## config.mk

```make
export PLATFORM = sky130hd
export DESIGN_NAME = delay_time_controller
export DESIGN_NICKNAME = d
export VERILOG_FILES = /design/src/rtl/delay_time_controller.sv
export SDC_FILE = /design/constraint.sdc
export NUM_CORES = 1
export LEC_CHECK = 0
export ABC_CLOCK_PERIOD_IN_PS = 5400
export CAP_MARGIN = 20
export CORE_ASPECT_RATIO = 1.75
export CORE_MARGIN = 2
export CORE_UTILIZATION = 60
export DETAILED_ROUTE_END_ITERATION = 10
export DONT_BUFFER_PORTS = 1
export PLACE_DENSITY = 0.76
export SLEW_MARGIN = 30
export SYNTH_ARGS = -nofsm -noshare
export SYNTH_HDL_FRONTEND = slang
export SYNTH_SLANG_ARGS = --single-unit
export TNS_END_PERCENT = 100
```

## constraint.sdc

```tcl
create_clock -name clk -period 5.4 [get_ports clk]
set_clock_uncertainty 0.1 [all_clocks]
set_input_delay 0.54 -clock clk [delete_from_list [all_inputs] [get_ports clk]]
set_output_delay 0.54 -clock clk [all_outputs]
set_load 0.005 [all_outputs]
```

## src/rtl/delay_time_controller.sv

```systemverilog
// Echo delay-line offset sequencer: converts a ms request into a sample offset, then glides or fade-jumps to it.
// Latency: a target load lands in the target register on the next edge; delay/gain steps happen on sample ticks.
// Backpressure: none; a newer target_valid simply overwrites the stored target.
module delay_time_controller #(
    parameter int ADDR_WIDTH     = 16,
    parameter int MS_WIDTH       = 12,
    parameter int SAMPLES_PER_MS = 48,
    parameter int JUMP_THRESHOLD = 256,
    parameter int GAIN_WIDTH     = 16,
    parameter int GAIN_STEP      = 256,
    parameter int RESET_DELAY    = 4800
) (
    input  logic                  clk,
    input  logic                  reset_n,
    input  logic                  sample_valid,
    input  logic [MS_WIDTH-1:0]   target_ms,
    input  logic                  target_valid,
    output logic [ADDR_WIDTH-1:0] delay_samples,
    output logic [GAIN_WIDTH-1:0] wet_gain,
    output logic                  busy,
    output logic [2:0]            state_out
);

    localparam int PW = MS_WIDTH + $clog2(SAMPLES_PER_MS + 1) + ADDR_WIDTH;
    localparam logic [ADDR_WIDTH-1:0] MAX_DELAY = '1;
    localparam logic [GAIN_WIDTH-1:0] GAIN_FULL = '1;

    typedef enum logic [2:0] {
        S_IDLE     = 3'd0,
        S_GLIDE    = 3'd1,
        S_FADE_OUT = 3'd2,
        S_JUMP     = 3'd3,
        S_FADE_IN  = 3'd4
    } state_t;

    state_t                  state;
    state_t                  state_nxt;
    logic [ADDR_WIDTH-1:0]   target;
    logic [ADDR_WIDTH-1:0]   target_conv;
    logic [ADDR_WIDTH-1:0]   delay_nxt;
    logic [GAIN_WIDTH-1:0]   gain_nxt;
    logic [GAIN_WIDTH-1:0]   gain_dn;
    logic [GAIN_WIDTH-1:0]   gain_up;
    logic [GAIN_WIDTH:0]     gain_sum;
    logic [PW-1:0]           product;
    logic [ADDR_WIDTH:0]     diff;
    logic                    at_target;
    logic                    far;

    // Full-width product so large ms values clamp instead of wrapping
    always_comb begin
        product = PW'(target_ms) * PW'(SAMPLES_PER_MS);
        if (product == '0)
            target_conv = ADDR_WIDTH'(1);
        else if (product > PW'(MAX_DELAY))
            target_conv = MAX_DELAY;
        else
            target_conv = product[ADDR_WIDTH-1:0];
    end

    always_comb begin
        if (target >= delay_samples)
            diff = {1'b0, target} - {1'b0, delay_samples};
        else
            diff = {1'b0, delay_samples} - {1'b0, target};
        at_target = (diff == '0);
        far       = (diff > (ADDR_WIDTH+1)'(JUMP_THRESHOLD));
        gain_dn   = (wet_gain >= GAIN_WIDTH'(GAIN_STEP)) ? wet_gain - GAIN_WIDTH'(GAIN_STEP) : '0;
        gain_sum  = {1'b0, wet_gain} + (GAIN_WIDTH+1)'(GAIN_STEP);
        gain_up   = (gain_sum > {1'b0, GAIN_FULL}) ? GAIN_FULL : gain_sum[GAIN_WIDTH-1:0];
    end

    always_ff @(posedge clk) begin
        if (!reset_n) begin
            state <= S_IDLE;
        end else begin
            state <= state_nxt;
        end
    end

    always_ff @(posedge clk) begin
        if (!reset_n) begin
            target        <= ADDR_WIDTH'(RESET_DELAY);
            delay_samples <= ADDR_WIDTH'(RESET_DELAY);
            wet_gain      <= GAIN_FULL;
        end else begin
            delay_samples <= delay_nxt;
            wet_gain      <= gain_nxt;
            if (target_valid)
                target <= target_conv;
        end
    end

    // Decisions on any cycle; delay/gain only move on sample ticks
    always_comb begin
        state_nxt = state;
        delay_nxt = delay_samples;
        gain_nxt  = wet_gain;
        case (state)
            S_IDLE: begin
                if (!at_target)
                    state_nxt = far ? S_FADE_OUT : S_GLIDE;
            end
            S_GLIDE: begin
                if (far) begin
                    state_nxt = S_FADE_OUT;
                end else if (at_target) begin
                    state_nxt = S_IDLE;
                end else if (sample_valid) begin
                    delay_nxt = (target > delay_samples) ? delay_samples + 1'b1
                                                         : delay_samples - 1'b1;
                    if (diff == (ADDR_WIDTH+1)'(1))
                        state_nxt = S_IDLE;
                end
            end
            S_FADE_OUT: begin
                if (wet_gain == '0)
                    state_nxt = S_JUMP;
                else if (sample_valid)
                    gain_nxt = gain_dn;
            end
            S_JUMP: begin
                if (sample_valid) begin
                    delay_nxt = target;
                    state_nxt = S_FADE_IN;
                end
            end
            S_FADE_IN: begin
                if (wet_gain == GAIN_FULL)
                    state_nxt = S_IDLE;
                else if (sample_valid)
                    gain_nxt = gain_up;
            end
            default: state_nxt = S_IDLE;
        endcase
    end

    always_comb begin
        busy      = (state != S_IDLE);
        state_out = state;
    end

endmodule

```

==> impl_metrics.py <==
metrics = {
    "clock_tree": {
        "cts_buffers": 5,
        "clock_sinks": 42,
        "path_clk_slew_ns": 0.06,
        "cts_resized": 0,
        "max-clock-path-buffers": 2,
        "insertion_delay_ns": 0.29,
        "postCtsSetupBuffers": 0,
        "ctsHoldBuffers": 0,
        "cts_tree": "built",
        "cts_root_buf": "clkbuf_16",
        "htree_num_levels": 2,
    },
    "critical_path": {
        "crit_arrival_ns": 5.05,
        "path_cells": "inv_1 > ha_1 > and3_1 > nand3_2 > or4_4 > nand2_2 > ha_1 > a21o_1 > a311oi_1 > o31ai_1 > o21a_1 > o21ai_0 > nand2b_1 > a31oi_1 > xnor2_1 > nor2_1 > a2111oi_0 > a211oi_1",
        "critPathCaptureType": "flip-flop",
        "cp.required_ns": 5.44,
        "crit_type": "reg2reg",
        "cpMaxStageDelayCell": "or4_4",
        "crit_top_cell": "ha_1",
        "startpoint_type": "flip-flop",
        "cpPeakStageDelay_ns": 0.56,
        "crit_fanout": 9,
    },
    "synthesis": {
        "synth_seq_cells": 42,
        "syn_avg_cell_area_um2": 7.50,
        "ys_seq_area_frac": 0.166,
        "synth.most_common_cell": "ha_1",
        "synth_area_leaders": "dfxtp_1, ha_1, a21oi_1",
        "synth_fa_ha_area_frac": 0.177,
        "yosysWarnings": 0,
        "synth-compound-area-share": 0.295,
        "synthArstFlopShare": 0,
        "synth_cell_types": 67,
        "netlist_instances": 675,
        "synth_xor_area_frac": 0.0623,
        "synth_top_family_by_area": "compound AO/OA/AOI/OAI gates",
        "muxShareOfSynthArea": 0.0203,
        "synthTopCellsByCount": "ha_1, inv_1, a21oi_1, o21ai_0, nor2_1",
        "yosysTopAreaCell": "dfxtp_1",
        "synth_edf_count": 0,
        "synth_simple_gate_area_frac": 0.198,
        "syn-cell-area_mm2": 0.00506,
        "synth_top_area_frac": 0.166,
        "syn-num-nets": 760,
        "ys.flop_type": "dfxtp_1",
    },
    "grt": {
        "grtUsageTotal": 0.333,
        "antenna_found_initial": 0,
        "grt_pass1_vias": 5007,
        "grt_max_degree": 32,
        "grt_pass1_wl_um": 24300,
        "gr-total-overflow": 0,
    },
    "placement": {
        "port_buffers": 0,
        "post-dp-hpwl_um": 11800,
        "place_ws_ns": 0.399,
        "place_congestion": 0.950,
    },
    "sta": {
        "max_freq_ghz": 0.199,
        "setup_viol": 0,
        "max-slew-margin-rel": 0.443,
        "worst_slack_ns": 0.387,
        "worstMarginPinSlew_ns": 0.834,
        "hold_violations": 0,
        "holdWs_ns": 0.212,
        "grt_setup_unrepaired": "no",
        "post-route-period-util": 0.928,
        "drv_slew": 0,
        "tns_ns": 0,
        "finalCriticalPeriod_ns": 5.01,
    },
    "floorplan": {
        "rows": 44,
        "die-height_um": 125,
        "die_w_um": 73.4,
        "dieArea_mm2": 0.00921,
        "core_mm2": 0.00826,
        "initial_core_util": 0.613,
        "ios": 52,
    },
    "outcome": {
        "status": "completed",
    },
    "final_layout": {
        "final_layout_size_suffix_gt1_frac": 0.0505,
        "area_growth_pct": 3.56,
        "nNetsFinal": 738,
        "fillers": 770,
        "final_util": 0.635,
        "antenna_cells": 0,
    },
    "route": {
        "remaining_drc_errors": 0,
        "dr_wl_met3_um": 706,
        "wire_per_inst_um": 20.2,
        "antenna_left": 0,
        "drt_iter0_markers": 270,
        "first_pass_iters": 5,
        "routed_wl_um": 15100,
        "wl_met1_um": 5530,
        "dr_total_vias": 5064,
        "routed_via_density": 6.80,
        "routed.top_layer": "met4",
        "wl_met2_um": 8060,
    },
    "hold_path": {
        "hp-class": "in2reg",
    },
    "pwr": {
        "irDropWorstVdd_uv": 210,
        "cellPowerDensity_mw_per_mm2": 350,
        "p_leak_nw": 2.32,
    },
    "flow_run": {
        "cap_viol_max_count": 0,
    },
}
==> layer usage <==
layer / vias to the layer above / global-route usage
met5: - / 0
met2: 186 / 0.610
met3: 61 / 0.0548
li1: 2424 / -
met1: 2393 / 0.352
met4: 0 / 0.165
==> cell usage in the layout (no fill, tap or decap), types with 6 or more instances in the layout <==
| master | synthesis | final |
|---|---|---|
| inv_1 | 58 | 58 |
| a211oi_1 | 20 | 20 |
| o21a_1 | 6 | 6 |
| nand2_1 | 43 | 42 |
| xnor2_1 | 21 | 21 |
| nor3_1 | 16 | 16 |
| a21o_1 | 17 | 17 |
| nor2b_1 | 9 | 9 |
| o31ai_1 | 6 | 6 |
| mux2i_1 | 8 | 8 |
| and3_1 | 11 | 11 |
| a21oi_1 | 47 | 47 |
| nor4_1 | 13 | 13 |
| or3_1 | 7 | 7 |
| buf_4 | 7 | 11 |
| xor2_1 | 15 | 15 |
| o21ai_0 | 47 | 47 |
| a2111oi_0 | 10 | 10 |
| dfxtp_1 | 42 | 41 |
| a31oi_1 | 21 | 20 |
| nand2b_1 | 13 | 13 |
| nand3_1 | 7 | 7 |
| o211ai_1 | 8 | 8 |
| nor2_1 | 46 | 46 |
| ha_1 | 65 | 65 |
==> power breakdown <==
group	switching (mW)	total, mW	internal [mW]
combinational	0.646	1.09	0.439
clock	0.129	0.358	0.228
sequential	0.0529	0.390	0.337
==> registers in the layout (all words and copies together), names as in the netlist <==
register / flops
delay_samples: 16
target: 14
wet_gain: 9
state_out: 3
==> worst max-delay path: cells and delay by family (launching register included) <==
| kind | cells | cell delay (ns) |
|---|---|---|
| compound gates | 8 | 1.89 |
| flops | 1 | 0.47 |
| buf+inv | 1 | 0.11 |
| simple gates | 6 | 1.37 |
| fa+ha+maj | 2 | 0.78 |
| xor+xnor | 1 | 0.14 |
==> worst paths after layout <==
path                                          end         startpoint  cells after the start  slack (ns)
worst max-delay path            delay_samples[14]  delay_samples[13]                     18        0.39
worst min-delay path                  wet_gain[8]            reset_n                      1        0.21
worst max register to register  delay_samples[14]  delay_samples[13]                     18        0.39
worst min register to register   delay_samples[0]          target[0]                      2        0.46
==> through the flow <==
stage / total power, mW / cell area (um^2) / instances
5_1_grt: 1.95 / 5240 / 745
4_1_cts: 1.81 / 5230 / 745
6_report: 1.83 / 5240 / 745
3_5_place_dp: 1.44 / 5060 / 738
2_1_floorplan: 1.20 / 5060 / 675
3_3_place_gp: 1.43 / 5060 / 738
==> cell type report <==
class / instances / area, um^2 / area share
Clock inverter: 1 / 30.0 / 0.00573
Inverter: 58 / 218 / 0.0415
Clock buffer: 6 / 139 / 0.0265
Timing Repair Buffer: 11 / 82.6 / 0.0158
Tap cell: 92 / 115 / 0.0220
Sequential cell: 42 / 842 / 0.161
Multi-Input combinational cell: 535 / 3810 / 0.728
==> cells by family after synthesis <==
kind of cell | Yosys count
multiplexers | 10
XOR/XNOR | 36
adder cells (fa/ha/maj) | 69
buffers and inverters | 98
AO/OA/AOI/OAI | 226
AND/OR/NAND/NOR | 194
flip-flops | 42
No activity file was read; power rests on OpenSTA's default activity.
